<file path="config.mk">
export PLATFORM = sky130hd
export DESIGN_NAME = instruction_fetch_flat
export DESIGN_NICKNAME = d
export VERILOG_FILES = /design/src/rtl/if_pkg.sv /design/src/rtl/instruction_fetch_if.sv /design/src/rtl/if_id_reg.sv /design/src/rtl/instruction_fetch.sv /design/src/flat_wrapper.sv
export SDC_FILE = /design/constraint.sdc
export NUM_CORES = 1
export LEC_CHECK = 0
export BUFFER_PORTS_ARGS = -buffer_cell sky130_fd_sc_hd__buf_2
export CAP_MARGIN = 20
export CORE_ASPECT_RATIO = 0.8
export CORE_MARGIN = 5
export CORE_UTILIZATION = 38
export CTS_CLUSTER_DIAMETER = 50
export CTS_CLUSTER_SIZE = 14
export DETAILED_ROUTE_END_ITERATION = 8
export PLACE_DENSITY = 0.68
export SLEW_MARGIN = 40
export SYNTH_ARGS = -nofsm -noshare
export SYNTH_HDL_FRONTEND = slang
export SYNTH_SLANG_ARGS = --single-unit
export TNS_END_PERCENT = 30
</file>
<file path="constraint.sdc">
create_clock -name clk -period 4.2 [get_ports clk]
set_input_delay 0.42 -clock clk [delete_from_list [all_inputs] [get_ports clk]]
set_output_delay 0.42 -clock clk [all_outputs]
set_load 0.01 [all_outputs]
</file>
<file path="src/rtl/if_pkg.sv">
// Shared types and defaults for the RV32I instruction-fetch stage.
package if_pkg;

   // Fetch-side handshake states: issue a request, wait for its data, or park data for a stalled ID.
   typedef enum logic [1:0] {
      FETCH = 2'd0,
      WAIT  = 2'd1,
      HOLD  = 2'd2
   } if_state_e;

   localparam logic [31:0] NOP_INSTR_DEF = 32'h0000_0013;
   localparam logic [31:0] RESET_PC_DEF  = 32'h0000_0000;
   localparam logic [31:0] PC_INC        = 32'd4;

   // Force a fetch target onto a word boundary.
   function automatic logic [31:0] align_pc(input logic [31:0] pc);
      return pc & ~32'h0000_0003;
   endfunction

endpackage

</file>
<file path="src/rtl/instruction_fetch_if.sv">
// Instruction-memory request/response bus between the fetch stage and its memory.
interface instruction_fetch_if;
   logic        imem_req;
   logic [31:0] imem_addr;
   logic        imem_gnt;
   logic        imem_rvalid;
   logic [31:0] imem_rdata;

   modport master (
      output imem_req,
      output imem_addr,
      input  imem_gnt,
      input  imem_rvalid,
      input  imem_rdata
   );

   modport slave (
      input  imem_req,
      input  imem_addr,
      output imem_gnt,
      output imem_rvalid,
      output imem_rdata
   );
endinterface

</file>
<file path="src/rtl/if_id_reg.sv">
// IF/ID pipeline register: flush beats load, load beats bubble, stall holds the contents.
module if_id_reg
   import if_pkg::*;
#(
   parameter logic [31:0] NOP_INSTR = NOP_INSTR_DEF
) (
   input  logic        clk,
   input  logic        reset,
   input  logic        stall,
   input  logic        flush,
   input  logic        load,
   input  logic [31:0] load_instr,
   input  logic [31:0] load_pc,
   output logic [31:0] instr,
   output logic [31:0] pc,
   output logic        valid
);

   logic [31:0] instr_q, instr_d;
   logic [31:0] pc_q, pc_d;
   logic        valid_q, valid_d;

   // Choose the next IF/ID contents; an empty slot becomes a NOP bubble with PC 0.
   always_comb begin
      instr_d = instr_q;
      pc_d    = pc_q;
      valid_d = valid_q;
      if (flush) begin
         instr_d = NOP_INSTR;
         pc_d    = 32'd0;
         valid_d = 1'b0;
      end else if (load) begin
         instr_d = load_instr;
         pc_d    = load_pc;
         valid_d = 1'b1;
      end else if (!stall) begin
         instr_d = NOP_INSTR;
         pc_d    = 32'd0;
         valid_d = 1'b0;
      end
   end

   // Register the IF/ID slot, clearing to a bubble on reset.
   always_ff @(posedge clk) begin
      if (reset) begin
         instr_q <= NOP_INSTR;
         pc_q    <= 32'd0;
         valid_q <= 1'b0;
      end else begin
         instr_q <= instr_d;
         pc_q    <= pc_d;
         valid_q <= valid_d;
      end
   end

   assign instr = instr_q;
   assign pc    = pc_q;
   assign valid = valid_q;

endmodule

</file>
<file path="src/rtl/instruction_fetch.sv">
// IF stage: fetch PC, single-outstanding imem handshake, wrong-path kill and IF/ID feed.
// Optional build macro IF_MISALIGN_TRAP_EN adds the sticky fetch_misalign output.
module instruction_fetch
   import if_pkg::*;
#(
   parameter logic [31:0] RESET_PC  = RESET_PC_DEF,
   parameter logic [31:0] NOP_INSTR = NOP_INSTR_DEF
) (
   input  logic                 clk,
   input  logic                 reset,
   input  logic                 stall_ID,
   input  logic                 redirect,
   input  logic [31:0]          redirect_pc,
   instruction_fetch_if.master  imem,
   output logic [31:0]          Instruction_ID,
   output logic [31:0]          PC_ID,
   output logic                 valid_ID
`ifdef IF_MISALIGN_TRAP_EN
   ,
   output logic                 fetch_misalign
`endif
);

   if_state_e   state_q, state_d;
   logic [31:0] pc_fetch_q, pc_fetch_d;
   logic [31:0] req_pc_q, req_pc_d;
   logic        kill_q, kill_d;
   logic [31:0] hold_instr_q, hold_instr_d;
   logic [31:0] hold_pc_q, hold_pc_d;
   logic        req;
   logic        load;
   logic [31:0] load_instr;
   logic [31:0] load_pc;
   logic [31:0] target_pc;
   logic        redirect_bad;
   logic        fetch_parked;

`ifdef IF_MISALIGN_TRAP_EN
   logic misalign_q, misalign_d;

   assign redirect_bad   = redirect && (redirect_pc[1:0] != 2'b00);
   assign fetch_parked   = misalign_q;
   assign target_pc      = redirect_pc;
   assign fetch_misalign = misalign_q;

   // A misaligned control-transfer target latches the trap flag until reset.
   always_comb begin
      misalign_d = misalign_q | redirect_bad;
   end

   // Sticky misalignment flag register.
   always_ff @(posedge clk) begin
      if (reset) begin
         misalign_q <= 1'b0;
      end else begin
         misalign_q <= misalign_d;
      end
   end
`else
   assign redirect_bad = 1'b0;
   assign fetch_parked = 1'b0;
   assign target_pc    = align_pc(redirect_pc);
`endif

   assign req            = (state_q == FETCH) && !redirect && !reset && !fetch_parked;
   assign imem.imem_req  = req;
   assign imem.imem_addr = pc_fetch_q;

   // Next-state logic: redirect outranks everything, then the normal fetch/wait/hold flow.
   always_comb begin
      state_d      = state_q;
      pc_fetch_d   = pc_fetch_q;
      req_pc_d     = req_pc_q;
      kill_d       = kill_q;
      hold_instr_d = hold_instr_q;
      hold_pc_d    = hold_pc_q;
      load         = 1'b0;
      load_instr   = imem.imem_rdata;
      load_pc      = req_pc_q;
      if (redirect) begin
         pc_fetch_d = target_pc;
         case (state_q)
            FETCH: begin
            end
            WAIT: begin
               if (imem.imem_rvalid) begin
                  state_d = FETCH;
                  kill_d  = 1'b0;
               end else begin
                  kill_d  = 1'b1;
               end
            end
            HOLD: begin
               state_d = FETCH;
            end
            default: begin
               state_d = FETCH;
            end
         endcase
         if (redirect_bad) begin
            state_d = FETCH;
            kill_d  = 1'b0;
         end
      end else begin
         case (state_q)
            FETCH: begin
               if (req && imem.imem_gnt) begin
                  req_pc_d   = pc_fetch_q;
                  pc_fetch_d = pc_fetch_q + PC_INC;
                  state_d    = WAIT;
               end
            end
            WAIT: begin
               if (imem.imem_rvalid) begin
                  state_d = FETCH;
                  if (kill_q) begin
                     kill_d = 1'b0;
                  end else if (!stall_ID) begin
                     load = 1'b1;
                  end else begin
                     hold_instr_d = imem.imem_rdata;
                     hold_pc_d    = req_pc_q;
                     state_d      = HOLD;
                  end
               end
            end
            HOLD: begin
               if (!stall_ID) begin
                  load       = 1'b1;
                  load_instr = hold_instr_q;
                  load_pc    = hold_pc_q;
                  state_d    = FETCH;
               end
            end
            default: begin
               state_d = FETCH;
            end
         endcase
      end
   end

   // Fetch-side state registers.
   always_ff @(posedge clk) begin
      if (reset) begin
         state_q      <= FETCH;
         pc_fetch_q   <= RESET_PC;
         req_pc_q     <= 32'd0;
         kill_q       <= 1'b0;
         hold_instr_q <= 32'd0;
         hold_pc_q    <= 32'd0;
      end else begin
         state_q      <= state_d;
         pc_fetch_q   <= pc_fetch_d;
         req_pc_q     <= req_pc_d;
         kill_q       <= kill_d;
         hold_instr_q <= hold_instr_d;
         hold_pc_q    <= hold_pc_d;
      end
   end

   if_id_reg #(
      .NOP_INSTR (NOP_INSTR)
   ) u_if_id_reg (
      .clk        (clk),
      .reset      (reset),
      .stall      (stall_ID),
      .flush      (redirect),
      .load       (load),
      .load_instr (load_instr),
      .load_pc    (load_pc),
      .instr      (Instruction_ID),
      .pc         (PC_ID),
      .valid      (valid_ID)
   );

endmodule

</file>
<file path="src/flat_wrapper.sv">
// flat-port wrapper written by rule: the top's interface ports become plain ports
module instruction_fetch_flat import if_pkg::*;
#(
   parameter logic [31:0] RESET_PC  = RESET_PC_DEF,
   parameter logic [31:0] NOP_INSTR = NOP_INSTR_DEF
)
  (clk, reset, stall_ID, redirect, redirect_pc, Instruction_ID, PC_ID, valid_ID, imem_imem_req, imem_imem_addr, imem_imem_gnt, imem_imem_rvalid, imem_imem_rdata);
  instruction_fetch_if imem_i ();
  input  logic clk;
  input  logic reset;
  input  logic stall_ID;
  input  logic redirect;
  input  logic [31:0] redirect_pc;
  output logic [31:0] Instruction_ID;
  output logic [31:0] PC_ID;
  output logic valid_ID;
  output wire logic [$bits(imem_i.imem_req)-1:0] imem_imem_req;
  output wire logic [$bits(imem_i.imem_addr)-1:0] imem_imem_addr;
  input wire logic [$bits(imem_i.imem_gnt)-1:0] imem_imem_gnt;
  input wire logic [$bits(imem_i.imem_rvalid)-1:0] imem_imem_rvalid;
  input wire logic [$bits(imem_i.imem_rdata)-1:0] imem_imem_rdata;
  assign imem_imem_req = imem_i.imem_req;
  assign imem_imem_addr = imem_i.imem_addr;
  assign imem_i.imem_gnt = imem_imem_gnt;
  assign imem_i.imem_rvalid = imem_imem_rvalid;
  assign imem_i.imem_rdata = imem_imem_rdata;
  instruction_fetch #(.RESET_PC(RESET_PC), .NOP_INSTR(NOP_INSTR)) u_core (.clk(clk), .reset(reset), .stall_ID(stall_ID), .redirect(redirect), .redirect_pc(redirect_pc), .imem(imem_i), .Instruction_ID(Instruction_ID), .PC_ID(PC_ID), .valid_ID(valid_ID));
endmodule
</file>
; ---- After elaboration in Yosys (flattened, before gate mapping)
; Index checks and enable logic that the tools add are counted.
[op_classes]
addsub = 1
eq_ne = 7
muxes = 32
n_bitwise = 2
n_reduce_logical = 16
[ops]
columns = cell, n
row1 = 32-bit 2-to-1 mux, 11
row2 = 32-bit by 3-bit adder with 32-bit output (second input constant), 1
row3 = 2-bit 2-to-1 mux, 7
row4 = 1-bit 2-to-1 mux, 11
row5 = 4-bit AND reduction, 2
row6 = 2-bit inequality test (second input constant), 3
row7 = 2-bit one-hot mux with 3 select lines, 1
row8 = 2-bit AND reduction, 3
row9 = 2-bit nonzero test, 3
row10 = 2-bit one-hot mux with 2 select lines, 1
row11 = 1-bit logical AND, 3
row12 = 3-bit inequality test (second input constant), 1
row13 = 3-bit AND reduction, 1
row14 = 2-bit by 1-bit == test with 1-bit output (second input constant), 1
row15 = 2-bit == test (second input constant), 1
row16 = 1-bit zero test, 2
row17 = 2-bit zero test, 1
row18 = 2-bit by 1-bit inequality test with 1-bit output (second input constant), 1
row19 = 1-bit inverter, 2
row20 = 1-bit one-hot mux with 2 select lines, 1
row21 = 2-bit OR reduction, 1
[word_totals]
regBits = 196
input_bits = 70
out_inout_bits = 98

; ---- Logic depth before layout (Yosys ltp)
[depth]
ltp_word = 7
ltp_mapped = 9

; ---- Cells and area by module
; A second synthesis with hierarchy kept.
[unflattened]
cells_unflattened = 1060
hier_area_um2 = 9047.4
[modules_own_cells]
columns = mod, instances, cells_each, area_each_um2, seq_area_each_um2
row1 = instruction_fetch, 1, 771, 6253.5, 2542.4
row2 = if_id_reg, 1, 289, 2793.9, 1301.2

; ---- Worst setup path after synthesis
; OpenSTA, ideal clock, no wires.
[synth_timing]
kind = flip-flop to flip-flop
from = register u_core.state_q[0]
to = register u_core.u_if_id_reg.pc_q[21], in the netlist u_core.u_if_id_reg.pc[21]
arrival_ps = 1997
t_required_ps = 4072
setup_slack_ps = 2076
stages_incl_launch_ff = 9
period_less_slack_ps = 2124
path_cell_list = dfxtp_1 -> inv_1 -> ha_1 -> nor2b_1 -> buf_1 -> clkbuf_1 -> mux2_2 -> a22oi_1 -> nor2_1
[synth_via]
elab_chain_cells = 4
[synth_rtl]
columns = item, line_no
row1 = start: declaration, instruction_fetch.sv:24  ; if_state_e state_q, state_d;
row2 = start signal: assignment, instruction_fetch.sv:152  ; state_q <= state_d;
row3 = 2-bit == test or 2-bit by 1-bit == test with 1-bit output (tied branches), instruction_fetch.sv:105  ; case (state_q)
row4 = 1-bit one-hot mux with 2 select lines, instruction_fetch.sv:105
row5 = 1-bit 2-to-1 mux, instruction_fetch.sv:80  ; if (redirect) begin
row6 = 2-bit by 1-bit inequality test with 1-bit output (no source line) or 32-bit 2-to-1 mux (tied branches), n/a
row7 = end signal: assignment, if_id_reg.sv:51  ; pc_q <= pc_d;
row8 = end: declaration, if_id_reg.sv:20  ; logic [31:0] pc_q, pc_d;
; Parallel ways exist; a longest one is shown, timed or not.
; A chain may end at the register's enable or synchronous reset.

; ---- Final worst setup path
[layout_timing]
from = register u_core.state_q[1]
to = register u_core.hold_instr_q[16]
[layout_via]
elab_chain_cells = 2
[layout_rtl]
columns = item, line_no
row1 = 2-bit by 1-bit == test with 1-bit output, instruction_fetch.sv:105
row2 = 4-bit AND reduction (no source line), n/a
row3 = end signal: assignment, instruction_fetch.sv:156  ; hold_instr_q <= hold_instr_d;
row4 = end: declaration, instruction_fetch.sv:28  ; logic [31:0] hold_instr_q, hold_instr_d;
; Every way passes these cells.

==> results.json <==
{
  "cts_tree": "done",
  "netlist_top_cells_area": "dfxtp_1 (46%), nand2_1 (12%), a21oi_1 (8.5%), mux2_2 (4.7%), clkbuf_1 (3.5%)",
  "first_global_vias": 7174,
  "hold_buffers": 0,
  "cp-startpoint": "u_core.state_q[1]$_SDFFE_PP0P_",
  "dieArea_um2": 25000,
  "fin_setup_tns_ns": 0,
  "cts_resized": 0,
  "synthFlopType": "dfxtp_1",
  "regToRegStartpoint": "u_core.state_q[1]$_SDFFE_PP0P_",
  "clk_pin_slew_worst_paths_ns": 0.08,
  "insertedDiodeCount": 0,
  "instances_no_fill": 1432,
  "p_per_area_nw_per_um2": 403,
  "ys_ff_latch": 192,
  "rows": 48,
  "worstSetupStartpointType": "flop",
  "wirelength_mm": 23.6,
  "layout.nets": 1218,
  "min_period_ns": 2.70,
  "area.growth.synth_to_final_pct": 18.7,
  "avgViaCountPerCell": 5.41,
  "rsz0062_at_grt": "no",
  "cellLeakagePower_nw": 3.72,
  "critPathMaxFanout": 33,
  "synth_top_cell_by_area": "dfxtp_1",
  "synth_edf_count": 0,
  "finalSetupViolCount": 0,
  "fp.coreArea_um2": 21600,
  "post-route-drc-count": 0,
  "worstPathArrival_ns": 3.04,
  "die_w_um": 175,
  "grt_max_degree": 89,
  "dr.pass1.iters": 5,
  "crit_chain": "inv_1 > ha_1 > nor4bb_1 > and2_2 > buf_4 > nand2_1 > a21oi_1",
  "cts_sinks": 192,
  "finalHoldViolations": 0,
  "period_share_pct": 64.3,
  "cts_buffers": 17,
  "power.total_mw": 3.98,
  "cts-root-buf": "clkbuf_16",
  "dpl.cell_count": 1400,
  "required_ns": 4.54,
  "min_path_type": "input port to flop",
  "ios": 168,
  "end_kind": "flop",
  "seq_area_frac_synth_pct": 46.2,
  "slew_headroom_pct": 50.0,
  "grt_pass1_wl_mm": 37.7,
  "final_area_um2": 9870,
  "hold_path.startpoint": "imem_imem_rdata[13]",
  "drtIter0Drc": 663,
  "antenna_found_initial": 0,
  "crit_path_top_delay_cell": "and2_2",
  "gp_congestion": 0.851,
  "yosysUniqueCellTypes": 55,
  "syn_inst": 1033,
  "max_freq_mhz": 370,
  "syn_area_per_cell_um2": 8.05,
  "clk_latency_ns": 0.43,
  "synth_warnings": 0,
  "die_h_um": 142,
  "vias": 7750,
  "yosysTopAreaCellShare_pct": 46.2,
  "drtAntennaViolNets": 0,
  "async_reset_ff_share_pct": 0,
  "wl_per_cell_um": 16.5,
  "htreeDepth": 4,
  "start_util_pct": 38.6,
  "slew_viol_final": 0,
  "tightestPinTransition_ns": 0.748,
  "maxCapViolCount": 0,
  "cpPeakStageDelay_ns": 0.71,
  "clockBufferDepth": 2,
  "status": "complete, no violations",
  "netlist_area_um2": 8320,
  "crit_type": "flop to flop",
  "grtUsageTotal_pct": 18.5,
  "hold_ws_ns": 0.232,
  "cts_setup_buffers": 0,
  "postPlaceCellArea_um2": 9280,
  "dp_hpwl_mm": 15.7,
  "io_buffers": 163,
  "final.setup_skew_ns": 0.0144,
  "fillers": 2162,
  "layout-drive-gt1-share_pct": 24.6,
  "grt-ovfl-total": 0,
  "ir_drop_mv": 0.208
}
## Yosys cell counts, types with 6 or more instances
| cell type | number |
|---|---|
| mux2_2 | 35 |
| inv_1 | 6 |
| nand2_1 | 276 |
| clkbuf_1 | 77 |
| nor2_1 | 68 |
| nand3_1 | 11 |
| a21oi_1 | 141 |
| a22oi_1 | 29 |
| a311oi_1 | 8 |
| nor4_1 | 7 |
| dfxtp_1 | 192 |
| a31o_2 | 29 |
| or3_1 | 8 |
| o211ai_1 | 6 |
| and3_1 | 8 |
| a211oi_1 | 6 |
| nand4_1 | 18 |
| nor2b_1 | 28 |
## power by group
part	switching [mW]	total, mW	leakage [nW]	internal, mW
Combinational	0.263	0.418	1.88	0.156
Sequential	0.0631	1.93	1.55	1.87
Clock	0.766	1.63	0.285	0.862
Total	1.09	3.98	3.72	2.88
## cells by family (layout without fill, tap and decap cells)
family / count (synthesis) / in the layout / share of synthesized area, %
adder cells (fa/ha/maj): 4 / 4 / 0.602
AO/OA/AOI/OAI: 247 / 247 / 18.7
flip-flops: 192 / 192 / 46.2
multiplexers: 36 / 36 / 4.86
buffers and inverters: 91 / 214 / 4.26
XOR/XNOR: 7 / 7 / 0.737
AND/OR/NAND/NOR: 455 / 455 / 24.6
other: 1 / 2 / 0.0451
## registers in the layout, summed over array words and instances (netlist names)
name / flops
u_core.kill_q: 1
u_core.state_q: 2
u_core.imem.imem_addr: 30
u_core.u_if_id_reg.pc: 32
u_core.hold_instr_q: 32
u_core.hold_pc_q: 32
u_core.u_if_id_reg.instr: 32
u_core.req_pc_q: 30
u_core.u_if_id_reg.valid: 1
## worst max-delay path: cells and delay by family (launching register included)
kind                       cells  cell delay, ns
DFF                            1            0.33
AOI/OAI and AO/OA              1            0.14
and+or+nand+nor                3            1.43
adders and majority gates      1            0.22
buffers and inverters          2            0.48
## path summary, 6_finish.rpt
path         slack [ns]  cells after the start                                        end
max                1.50                      7       u_core.hold_instr_q[16]$_SDFFE_PP0P_
min                0.23                      3       u_core.hold_instr_q[13]$_SDFFE_PP0P_
max reg2reg        1.50                      7       u_core.hold_instr_q[16]$_SDFFE_PP0P_
min reg2reg        0.45                      2  u_core.u_if_id_reg.instr[31]$_SDFFE_PP0P_
## area by class of cell
cell class / count / area (um2) / area share [%]
Clock buffer: 19 / 443 / 4.49
Multi-Input combinational cell: 751 / 4160 / 42.1
Inverter: 6 / 22.5 / 0.228
Tap cell: 275 / 344 / 3.48
Clock inverter: 13 / 144 / 1.46
Sequential cell: 192 / 3840 / 38.9
Timing Repair Buffer: 176 / 920 / 9.31
## metal layers
layer | GRT usage, % | share of wire [%]
met1 | 24.8 | 46
met4 | 4.88 | 1.0
met2 | 30.2 | 47
met3 | 4.52 | 5.6
met5 | 0 | 0
## per-stage QoR
step	util, %	setup slack [ns]
after detailed placement	43.0	1.38
after floorplan	-	2.08
final	45.8	1.50
after global placement	43.0	1.41
after global routing	45.8	1.26
after CTS	45.7	1.61
## placed cells by master (no fill, tap or decap), drive strengths merged, types with 6 or more instances in the layout
| master | instances |
|---|---|
| nand2 | 276 |
| a211oi | 6 |
| a21oi | 141 |
| inv | 13 |
| nor2 | 68 |
| buf | 176 |
| nand3 | 11 |
| o211ai | 6 |
| a311oi | 8 |
| a22oi | 29 |
| clkbuf | 19 |
| dfxtp | 192 |
| mux2 | 35 |
| and3 | 8 |
| nand4 | 20 |
| a31o | 29 |
| nor4 | 7 |
| nor2b | 28 |
| or3 | 8 |
Note: power is estimated with default switching activity, not from simulation.
